===== config.mk =====
export PLATFORM = sky130hd
export DESIGN_NAME = ex_div_iter
export DESIGN_NICKNAME = d
export VERILOG_FILES = /design/src/rtl/ex_div_iter.sv
export SDC_FILE = /design/constraint.sdc
export NUM_CORES = 1
export LEC_CHECK = 0
export BUFFER_PORTS_ARGS = -buffer_cell sky130_fd_sc_hd__clkbuf_2
export CORE_ASPECT_RATIO = 0.7
export CORE_MARGIN = 2
export CORE_UTILIZATION = 62
export DETAILED_ROUTE_END_ITERATION = 7
export PLACE_DENSITY = 0.9
export SLEW_MARGIN = 40
export SYNTH_ARGS = -nofsm -noshare
export SYNTH_HDL_FRONTEND = slang
export SYNTH_SLANG_ARGS = --single-unit

===== constraint.sdc =====
create_clock -name clk -period 7.4 [get_ports clk]
set_clock_uncertainty 0.1 [all_clocks]
set_input_delay 0.74 -clock clk [delete_from_list [all_inputs] [get_ports clk]]
set_output_delay 0.74 -clock clk [all_outputs]
set_load 0.01 [all_outputs]

===== src/rtl/ex_div_iter.sv =====
// rtl/ex_div_iter.sv - iterative signed/unsigned restoring divider returning {remainder, quotient}
// Optional macro EX_DIV_RADIX4_EN: two restoring steps per cycle, WIDTH/2 iterations.
module ex_div_iter #(
  parameter int WIDTH = 32,
  parameter int CNT_W = 6
) (
  input  logic               clk,
  input  logic               rst,
  input  logic               start_i,
  input  logic               annul_i,
  input  logic               signed_div_i,
  input  logic [WIDTH-1:0]   opdata1_i,
  input  logic [WIDTH-1:0]   opdata2_i,
  output logic [2*WIDTH-1:0] result_o,
  output logic               ready_o,
  output logic               busy_o
);

  localparam int WW = 2*WIDTH + 1;
`ifdef EX_DIV_RADIX4_EN
  localparam logic [CNT_W-1:0] LAST_CNT = CNT_W'(WIDTH/2 - 1);
`else
  localparam logic [CNT_W-1:0] LAST_CNT = CNT_W'(WIDTH - 1);
`endif

  typedef enum logic [1:0] {S_FREE, S_BYZERO, S_ON, S_END} state_t;

  state_t             r_state, w_state_nxt;
  logic [CNT_W-1:0]   r_cnt;
  logic [WW-1:0]      r_work;
  logic [WIDTH-1:0]   r_div;
  logic               r_neg_q, r_neg_r;
  logic [2*WIDTH-1:0] r_result;
  logic               r_ready;

  logic               w_start, w_last, w_neg1, w_neg2;
  logic [WIDTH-1:0]   w_abs1, w_abs2, w_quo, w_rem, w_quo_f, w_rem_f;
  logic [WW-1:0]      w_work_step;

  // Upper WIDTH+1 bits hold the partial remainder, lower WIDTH bits collect quotient bits.
  function automatic logic [WW-1:0] div_step(input logic [WW-1:0] w, input logic [WIDTH-1:0] d);
    logic [WW-1:0]    s;
    logic [WIDTH+1:0] diff;
    s    = {w[WW-2:0], 1'b0};
    diff = {1'b0, s[WW-1:WIDTH]} - {2'b00, d};
    if (!diff[WIDTH+1])
      div_step = {diff[WIDTH:0], s[WIDTH-1:1], 1'b1};
    else
      div_step = s;
  endfunction

  assign w_start = start_i && !annul_i;
  assign w_neg1  = signed_div_i && opdata1_i[WIDTH-1];
  assign w_neg2  = signed_div_i && opdata2_i[WIDTH-1];
  assign w_abs1  = w_neg1 ? (~opdata1_i + 1'b1) : opdata1_i;
  assign w_abs2  = w_neg2 ? (~opdata2_i + 1'b1) : opdata2_i;
  assign w_last  = (r_cnt == LAST_CNT);

`ifdef EX_DIV_RADIX4_EN
  assign w_work_step = div_step(div_step(r_work, r_div), r_div);
`else
  assign w_work_step = div_step(r_work, r_div);
`endif

  assign w_quo   = w_work_step[WIDTH-1:0];
  assign w_rem   = w_work_step[2*WIDTH-1:WIDTH];
  assign w_quo_f = r_neg_q ? (~w_quo + 1'b1) : w_quo;
  assign w_rem_f = r_neg_r ? (~w_rem + 1'b1) : w_rem;

  always_comb begin
    w_state_nxt = r_state;
    case (r_state)
      S_FREE:   if (w_start) w_state_nxt = (opdata2_i == '0) ? S_BYZERO : S_ON;
      S_ON: begin
        if (annul_i)     w_state_nxt = S_FREE;
        else if (w_last) w_state_nxt = S_END;
      end
      S_BYZERO: w_state_nxt = annul_i ? S_FREE : S_END;
      S_END:    if (!start_i || annul_i) w_state_nxt = S_FREE;
      default:  w_state_nxt = S_FREE;
    endcase
  end

  always_ff @(posedge clk or negedge rst) begin
    if (!rst) begin
      r_state  <= S_FREE;
      r_cnt    <= '0;
      r_work   <= '0;
      r_div    <= '0;
      r_neg_q  <= 1'b0;
      r_neg_r  <= 1'b0;
      r_result <= '0;
      r_ready  <= 1'b0;
    end else begin
      r_state <= w_state_nxt;
      case (r_state)
        S_FREE: begin
          if (w_start) begin
            r_cnt   <= '0;
            r_work  <= {{(WIDTH+1){1'b0}}, w_abs1};
            r_div   <= w_abs2;
            r_neg_q <= w_neg1 ^ w_neg2;
            r_neg_r <= w_neg1;
          end
        end
        S_ON: begin
          if (!annul_i) begin
            r_work <= w_work_step;
            r_cnt  <= r_cnt + 1'b1;
            if (w_last) begin
              r_result <= {w_rem_f, w_quo_f};
              r_ready  <= 1'b1;
            end
          end
        end
        S_BYZERO: begin
          if (!annul_i) begin
            r_result <= '0;
            r_ready  <= 1'b1;
          end
        end
        S_END: begin
          if (!start_i || annul_i) begin
            r_result <= '0;
            r_ready  <= 1'b0;
          end
        end
        default: ;
      endcase
    end
  end

  assign result_o = r_result;
  assign ready_o  = r_ready;
  assign busy_o   = (r_state == S_ON) || (r_state == S_BYZERO);

endmodule


==> summary.md, run 1 <==
| Metric | Value |
|---|---|
| Synth warnings | 0 |
| Crit path DAT | 5.37 ns |
| Post-Synth XOR/XNOR Area | 0.1059 |
| Post-Layout Cell Count | 1801 |
| Seq/Total Area, Yosys | 0.3592 |
| Fin nets | between 1500 and 2000 |
| Die area | approximately 0.020 sq mm |
| P&R area growth vs syn | 11.18% |
| Pwr dens | between 300 and 400 mW/mm^2 |
| # hold bufs at CTS | 0 |
| Critical path's top delay family | simple AND/OR/NAND/NOR gates |
| Final wirelength | about 36000 um |
| Buf+Inv Stages, Crit Path | 1 |
| Compound-Gate Fraction of Synth Area | 0.2356 |
| Worst skew pair latency | roughly 0.44 ns |
| Mux contribution to synthesized area | 0.01786 |
| Most frequent cells after synthesis | 212 x nand2_1, 185 x o21ai_0, 171 x dfrtp_1 |
| Worst Setup Start Kind | register |
| Layout cell share with drive strength beyond 1 | 0.1315 |
| Slew Viols, Final | 0 |
| Library cells used by synthesis | 75 |
| DR pass1 iterations | 6 |
| Kind of critical path | reg2reg |
| Vias in the first global route | approximately 10000 |
| CP most frequent cell | o21ai_0 |
| Post-synthesis net count | between 1500 and 2000 |
| Port Buffers | roughly 130 |
| Number of clock sinks | ~170 |
| CTS tree | done |
| Crit end category | register |
| CP max stage delay | between 0.5 and 0.6 ns |
| Number of I/O pins | approximately 140 |
| Number of inserted diodes | 0 |
| Ys async rst share | 1.000 |
| Flop2flop setup slack | 2.23 ns |
| Worst reg2reg endpoint | result_o[60] |
| Antenna Nets Post-Route | 0 |
| F_max | 193.5 MHz |
| Gr busiest metal | met1 |
| Die Height | about 120 um |
| CORE AREA | around 0.019 sq mm |
| Reg-to-reg startpoint | r_work[39] |
| Syn avg cell area | roughly 8.1 sq um |
| Largest net degree at the start of global routing | 88 |
| Slew headroom | 0.4712 |
| Chip Width | around 170 um |
| Setup Buffers After CTS | 0 |
| Overall Power | approximately 0.005 W |
| Post-synth top area cell | dfrtp_1 |
| Vias | 11690 |
| RePlAce Congestion | between 1 and 1.5 |
| Synth top area cells | dfrtp_1 36%, o21ai_0 7.8%, nand2_1 6.7%, xor2_1 6.2%, a21oi_1 4.6% |
| H-tree Lvls | 4 |
| Actual slew at the worst max-slew pin | ~0.8 ns |
| Clk root buf | clkbuf_16 |
| Avg WL per Cell | 19.81 um |
| Min Clock Period, post-route | ~5.2 ns |
| Max-cap violations | 0 |
| Worst vdd ir | about 0.00023 V |
| Pleak | ~6.0 nW |
| Worst reg2reg path depth | 17 |
| Max FO, Critical Path | 43 |
| Final period util | 0.6985 |
| Clock transition at path regs | roughly 0.07 ns |
| Count leader, synth | nand2_1 |
| Row cnt | between 40 and 50 |
| All-Layer GR Usage | 0.3554 |
| Synthesized cell area | around 0.012 sq mm |
| Vias per Instance | roughly 6.5 |
| Top FF cell, synth | dfrtp_1 |
| Total gr overflow | 0 |
| DRC | 0 |
| CP cell instances | ha_1 > nand4_1 > nor3_1 > o21ai_0 > a31oi_2 > or2_1 > buf_4 > nand2_1 > o21ai_0 > ha_1 > nand3_1 > nor3_1 > o21ai_2 > or4b_4 > o41ai_1 > xor2_1 > o21ai_0 |
| Critical path's slowest cell | or4b_4 |
| Initial core utilization | 0.6314 |
| Synth top area share | 0.3592 |
| Simple-gate share of the synthesized area | 0.1874 |
| Largest family of logic cells by synthesized area | compound AO/OA/AOI/OAI gates |
| Post-Synth Adder-Cell Area | 0.04579 |
| Inserted Clock Buffers | 17 |
| GRT met1 Usage | 0.5617 |
| Hold Path Class | in2async |
| M2 GR Usage | 0.4696 |
| Placed Cells | around 1800 |
| Met3 usage in global routing | 0.1108 |
| Final Hold Vio Count | 0 |
| Final setup fails | 0 |
| Detailed placer's ending HPWL | roughly 26000 um |
| Post_cts resized | 0 |
| Setup tns final | 0 ns |
| Post-synth EDFFs | 0 |
| Req. time, crit path | roughly 7.6 ns |
| RSZ-0062 raised after global routing | no |
| First-pass GRT wire length | between 50000 and 60000 um |
| Iter 0 DRT Violations | 1871 |
| Outcome | finished clean |
| Initial antenna violation count | 0 |
| Longest Clk Path Bufs | 2 |
| Post-Synthesis Cells | about 1500 |
| Post-synthesis register bit count | approximately 170 |
-- stage by stage --
step / setup WS (ns) / hold WS, ns / instance area, sq um / util
after detailed placement: 2.367 / 0.3707 / 12650 / 0.6706
after global placement: 2.582 / 0.3606 / 12630 / 0.6694
final: 2.231 / 0.2517 / 13240 / 0.7020
after CTS: 2.317 / 0.2837 / 13240 / 0.7018
after floorplan: 2.393 / 0.3444 / 11910 / -
after global routing: 1.778 / 0.3008 / 13240 / 0.7020
-- worst max-delay path by stage --
stage	start	end	slack, ns	cells past startpoint
after floorplan	r_work[36]	result_o[60]	2.39	21
after global placement	r_work[36]	result_o[60]	2.58	17
after detailed placement	r_work[36]	result_o[60]	2.37	17
after CTS	r_work[39]	result_o[60]	2.32	17
after global routing	r_work[39]	result_o[60]	1.78	17
final	r_work[39]	result_o[60]	2.23	17
-- flip-flops by register name, indices dropped and copies added, names as in the netlist --
register	flops
r_state	2
ready_o	1
r_neg_q	1
r_work	64
r_neg_r	1
r_div	32
result_o	64
r_cnt	6
-- where the power goes --
group	internal (W)	switching, W
Clock	0.000460	0.000432
Sequential	0.00127	0.000346
Combinational	0.000835	0.00157
-- layout make-up --
cell class              instances  area (sq um)
inverters                      62         232.7
well taps                     242         302.8
multi-input cells            1151          7086
flip-flops and latches        171          4282
fillers                      1478          5622
clock buffers                  18         439.2
clock inverters                14         148.9
repair buffers                143         753.2
-- logic make-up (layout without fill, tap and decap cells) --
| family | Yosys count | in the layout |
|---|---|---|
| simple gates | 482 | 482 |
| compound gates | 461 | 461 |
| flops | 171 | 171 |
| xor+xnor | 144 | 144 |
| buf+inv | 142 | 237 |
| fa+ha+maj | 43 | 43 |
| mux | 21 | 21 |
-- cells in the final DEF (no fill, tap or decap), types with 7 or more instances in the layout --
master,netlist,layout
a211oi_1,9,9
a21o_1,15,14
a21oi_1,110,110
a22o_1,15,15
a31oi_1,9,9
and2_1,13,13
buf_4,6,8
clkbuf_16,0,17
clkbuf_2,3,133
dfrtp_1,171,169
ha_1,42,42
inv_1,61,61
mux2i_1,19,19
nand2_1,212,210
nand2b_1,7,7
nand3_1,20,20
nand4_1,15,15
nor2_1,97,96
nor3_1,39,38
nor4_1,11,11
o211ai_1,9,9
o21ai_0,185,185
o22ai_1,22,22
o31ai_1,33,33
o41ai_1,10,9
or3_1,22,22
or4_1,10,10
xnor2_1,59,59
xor2_1,85,85
-- routing by layer --
layer	vias up	share of wire
met5	-	0
met4	0	0.015
met3	61	0.14
met2	775	0.39
met1	5489	0.45
li1	5369	-
(Power assumes the default switching activity.)
==> run 2, diff against run 1 <==
Settings changed: CORE_UTILIZATION 62 to 54, PLACE_DENSITY 0.9 to 0.83.
Clock period 7.4 ns to 4.2 ns, I/O delays scaled along.
==> summary.md, run 2 (synthesis results as in run 1) <==
| Metric | Value |
|---|---|
| Min Clock Period, post-route | ~4.3 ns |
| Iter 0 DRT Violations | approximately 1600 |
| Commonest cells after routing, fill and taps aside | 210 x nand2_1, 178 x o21ai_0, 166 x dfrtp_1 |
| Row cnt | 45 |
| Detailed placer's ending HPWL | slightly below 30000 um |
| Vias in the first global route | between 10000 and 15000 |
| First-pass GRT wire length | between 50000 and 60000 um |
| Fin nets | 1760 |
| Kind of critical path | reg2reg |
| Pleak | approximately 6.5 nW |
| Worst Setup Start Kind | register |
| CORE AREA | about 0.022 sq mm |
| Max FO, Critical Path | 6 |
| Vias | roughly 12000 |
| Port Buffers | about 130 |
| DR pass1 iterations | 6 |
| Antenna Nets Post-Route | 0 |
| Buf+Inv Stages, Crit Path | 3 |
| Chip Width | between 150 and 200 um |
| CP max stage delay | around 0.55 ns |
| Most common cell after layout, fill and taps aside | nand2_1 |
| F_max | ~230 MHz |
| H-tree Lvls | 4 |
| CP cell instances | ha_1 > a21o_1 > a31oi_1 > buf_4 > a21oi_2 > or2_4 > buf_6 > nor2_4 > a21oi_2 > inv_1 > ha_2 > nand4_1 > nor3_2 > o21ai_2 > or4b_4 > o41ai_4 > xor2_1 > o21ai_1 |
| Placed Cells | 1897 |
| Crit end category | register |
| DRC | 0 |
| Final Worst Setup Slack | -0.06342 ns |
| All-Layer GR Usage | 0.3297 |
| Final period util | 1.015 |
| Hold Path Class | in2reg |
| Critical path's slowest cell | or4b_4 |
| Number of inserted diodes | 0 |
| Number of I/O pins | 135 |
| Number of clock sinks | around 170 |
| Actual slew at the worst max-slew pin | ~0.73 ns |
| Avg WL per Cell | 20.02 um |
| Initial antenna violation count | 1 |
| Clock transition at path regs | ~0.08 ns |
| Final Hold Slack | approximately 0.20 ns |
| CP most frequent cell | a21oi_2 |
| Worst vdd ir | between 0.0004 and 0.0005 V |
| Worst skew pair latency | 0.45 ns |
| P&R area growth vs syn | 21.47% |
| RSZ-0062 raised after global routing | yes |
| Final wirelength | roughly 39000 um |
| Slew Viols, Final | 0 |
| Layout cell share with drive strength beyond 1 | 0.2119 |
| Longest Clk Path Bufs | 2 |
| RePlAce Congestion | roughly 1.0 |
| Setup tns final | -0.06605 ns |
| Vias per Instance | around 6.2 |
| Final Util | 0.6675 |
| Total gr overflow | 0 |
| Max-cap violations | 0 |
| Initial core utilization | 0.5496 |
| Slew headroom | 0.5049 |
| Req. time, crit path | around 4.4 ns |
| Crit path DAT | between 4 and 5 ns |
| Pwr dens | 642.3 mW/mm^2 |
| Die area | ~0.023 sq mm |
| Overall Power | between 0.009 and 0.01 W |
| Failing checks | negative setup slack |
| CTS tree | done |
| Outcome | finished, violations left |
| Final setup fails | 2 |
| Clk root buf | clkbuf_16 |
| Critical path's top delay family | simple AND/OR/NAND/NOR gates |
| Inserted Clock Buffers | 17 |
| Post-Layout Cell Count | 1943 |
| Largest net degree at the start of global routing | between 90 and 100 |
| Final Hold Vio Count | 0 |
| Die Height | 128.3 um |
run 2: final cells by class:
class                      count  area, sq um
clock buffer                  18        439.2
clock inverter                14        180.2
fill                        1729         7207
inverter                      62        235.2
multi-input combinational   1151         7362
sequential                   171         4285
tap                          282        352.8
timing repair buffer         245         1615
run 2: report_power, final:
group,total [W],switching [W],leakage (nW),internal (W)
Combinational,0.00483,0.00295,4.01,0.00188
Clock,0.00165,0.000782,0.298,0.000871
Sequential,0.00281,0.000576,2.22,0.00223
run 2: what timing repair did:
item / in CTS / in global routing
pin swaps: 2 / 22
resized for setup: 8 / 50
hold endpoints to repair: 92 / 0
gates cloned: 0 / 1
hold buffers: 1 / 0
setup endpoints to repair: 6 / 17
buffers inserted: 0 / 11
run 2: worst paths after layout:
path | from | endpoint | slack (ns) | depth (start not counted)
setup / recovery | r_work[57] | result_o[60] | -0.06 | 18
setup reg to reg | r_work[57] | result_o[60] | -0.06 | 18
min in group asynchronous | rst | r_div[5] | 0.31 | 2
hold reg to reg | result_o[9] | result_o[9] | 0.38 | 2
hold / removal | opdata2_i[13] | r_div[13] | 0.20 | 3
max in group asynchronous | rst | result_o[39] | 2.67 | 4
run 2: stage by stage:
step	instance area, sq um	worst slack, ns
global placement	13420	0.07139
global route	14470	-0.2574
finish	14470	-0.06342
floorplan	11990	-0.1866
CTS	14080	0.004265
detailed placement	13430	-0.2058
run 2: worst register-to-register path: cells and delay by family, from the launching register on:
family / cells / cell delay (ns)
compound gates: 7 / 1.09
xor+xnor: 1 / 0.21
fa+ha+maj: 2 / 0.58
buf+inv: 3 / 0.38
flops: 1 / 0.42
simple gates: 5 / 1.35
run 2: metal layers:
metal / wire length [um] / share of wire / vias up / GRT usage
li1: - / - / 5572 / -
met1: 18210 / 0.47 / 5725 / 0.5242
met2: 15490 / 0.40 / 665 / 0.4417
met3: 4592 / 0.12 / 52 / 0.08210
met4: 597 / 0.015 / 2 / 0.07174
met5: 12 / 0.00031 / - / 0
==> run 3, diff against run 2 <==
Settings changed: CORE_UTILIZATION 54 to 56, CTS_BUF_LIST set to sky130_fd_sc_hd__clkbuf_2, PLACE_DENSITY 0.83 to 0.86.
==> summary.md, run 3 (synthesis results as in run 1) <==
| Metric | Value |
|---|---|
| Area after DPL | between 0.01 and 0.015 sq mm |
| Buf+Inv Stages, Crit Path | 2 |
| Vias in the first global route | around 11000 |
| Met2 wire length | ~17000 um |
| Worst Setup Start Kind | register |
| Crit end category | register |
| Longest Clk Path Bufs | 2 |
| Initial antenna violation count | 1 |
| CTS tree | done |
| Total gr overflow | 0 |
| CP max stage delay | 0.61 ns |
| Final Hold Vio Count | 0 |
| Clk root buf | clkbuf_2 |
| First-pass GRT wire length | about 62000 um |
| Reg-to-reg startpoint | r_work[49] |
| Avg WL per Cell | 19.70 um |
| CP most frequent cell | a21oi_2 |
| CP Launch Point | r_work[49] |
| Layout cell share with drive strength beyond 1 | 0.2054 |
| Inserted Clock Buffers | 17 |
| Placed Cells | 1908 |
| Worst vdd ir | around 0.00044 V |
| Max-cap violations | 0 |
| CORE AREA | ~0.021 sq mm |
| Critical path's slowest cell | or4b_4 |
| Clock transition at path regs | between 0.2 and 0.3 ns |
| Pleak | approximately 6.8 nW |
| Crit path DAT | 4.78 ns |
| Port Buffers | around 130 |
| Chip Width | about 180 um |
| Number of I/O pins | ~140 |
| Final Hold Slack | approximately 0.07 ns |
| DR pass1 iterations | 8 |
| Die Height | between 100 and 150 um |
| Final Worst Setup Slack | between 0.06 and 0.07 ns |
| Post-Layout Cell Count | between 2000 and 2500 |
| F_max | 241.9 MHz |
| Initial core utilization | 0.5725 |
| Row cnt | 44 |
| Final period util | 0.9842 |
| Req. time, crit path | 4.85 ns |
| Antenna Nets Post-Route | 0 |
| Kind of critical path | reg2reg |
| Worst reg2reg path depth | 18 |
| Overall Power | roughly 0.0086 W |
| Hold Path Class | in2async |
| Fin nets | around 1900 |
| Outcome | finished, violations left |
| All-Layer GR Usage | 0.3565 |
| DRC | 1 |
| Slew headroom | 0.4718 |
| Final setup fails | 0 |
| Top sig layer | met4 |
| Metal1 wirelength | 17580 um |
| Worst slack, placed | -0.08234 ns |
| Vias | about 13000 |
| Iter 0 DRT Violations | between 1500 and 2000 |
| P&R area growth vs syn | 25.59% |
| Largest net degree at the start of global routing | 87 |
| Final wirelength | around 40000 um |
| Worst skew pair latency | 0.83 ns |
| Die area | ~0.022 sq mm |
| RePlAce Congestion | roughly 1.0 |
| Critical path's top delay family | simple AND/OR/NAND/NOR gates |
| Vias per Instance | about 6.2 |
| RSZ-0062 raised after global routing | yes |
| Flop2flop setup slack | 0.07 ns |
| Routed wl met3 | ~5200 um |
| Fin area | 0.01496 sq mm |
| Failing checks | design-rule violations |
| Actual slew at the worst max-slew pin | around 0.79 ns |
| Min Clock Period, post-route | between 4 and 5 ns |
| Max FO, Critical Path | 7 |
| Pwr dens | 573.3 mW/mm^2 |
| CP cell instances | ha_1 > a21oi_2 > o21ai_1 > a221oi_2 > a21oi_2 > or2_4 > buf_6 > nor2_1 > a21oi_1 > inv_1 > ha_2 > nand4_1 > nor3_2 > o21ai_2 > or4b_4 > o41ai_4 > xnor2_1 > a22o_1 |
| Most common cell after layout, fill and taps aside | nand2_1 |
| Worst reg2reg endpoint | result_o[62] |
| Slew Viols, Final | 0 |
| Commonest cells after routing, fill and taps aside | 211 x nand2_1, 176 x o21ai_0, 166 x dfrtp_1 |
| Detailed placer's ending HPWL | 29090 um |
| Number of clock sinks | ~170 |
| H-tree Lvls | 4 |
| Fill cell count | roughly 1600 |
[run 3: cell types whose count changed in the layout (fill, tap and decap cells not counted), sizes merged]
cell         before  now
clkinvlp          1    2
clkbuf          152  151
dlygate4sd3       1   83
clkinv            7    6
diode             0    1
bufinv            1    0
inv              67   69
buf             110  129
[run 3: cell type report]
cell class              instances  area (sq um)  area share
multi-input cells            1151          7323      0.4895
flip-flops and latches        171          4285      0.2864
repair buffers                346          2515      0.1681
well taps                     276         345.3     0.02308
inverters                      62         232.7     0.01556
clock inverters                15         171.4     0.01146
clock buffers                  17         85.08    0.005687
diodes                          1         2.502   0.0001673
[run 3: stage by stage]
stage,utilization,setup TNS [ns]
finish,0.7189,0
global route,0.7189,-0.2729
CTS,0.7031,0
detailed placement,0.6497,-0.2888
global placement,0.6496,-0.03707
floorplan,-,-0.6835
[run 3: worst max path at each step]
stage	end	slack (ns)	depth (start not counted)
2_1_floorplan	result_o[62]	-0.19	22
3_3_place_gp	result_o[63]	-0.04	15
3_5_place_dp	result_o[62]	-0.08	18
4_1_cts	result_o[62]	0.03	18
5_1_grt	result_o[63]	-0.07	16
6_report	result_o[62]	0.07	18
[run 3: power breakdown]
group	switching [W]	internal, W
combinational	0.00294	0.00189
sequential	0.000603	0.00222
clock	0.000720	0.000203
[run 3: timing repair]
| item | CTS | global route |
|---|---|---|
| endpoints found under the setup margin | 5 | 18 |
| gates cloned | 0 | 0 |
| hold endpoints to repair | 150 | 1 |
| hold buffers | 82 | 1 |
| setup buffers | 2 | 13 |
| gates resized for setup | 5 | 44 |
| pin swaps | 0 | 7 |
[run 3: per-layer routing]
layer	vias up	GRT usage
met4	0	0.08130
li1	5757	-
met2	782	0.4953
met1	6000	0.5385
met5	-	0
met3	96	0.1123
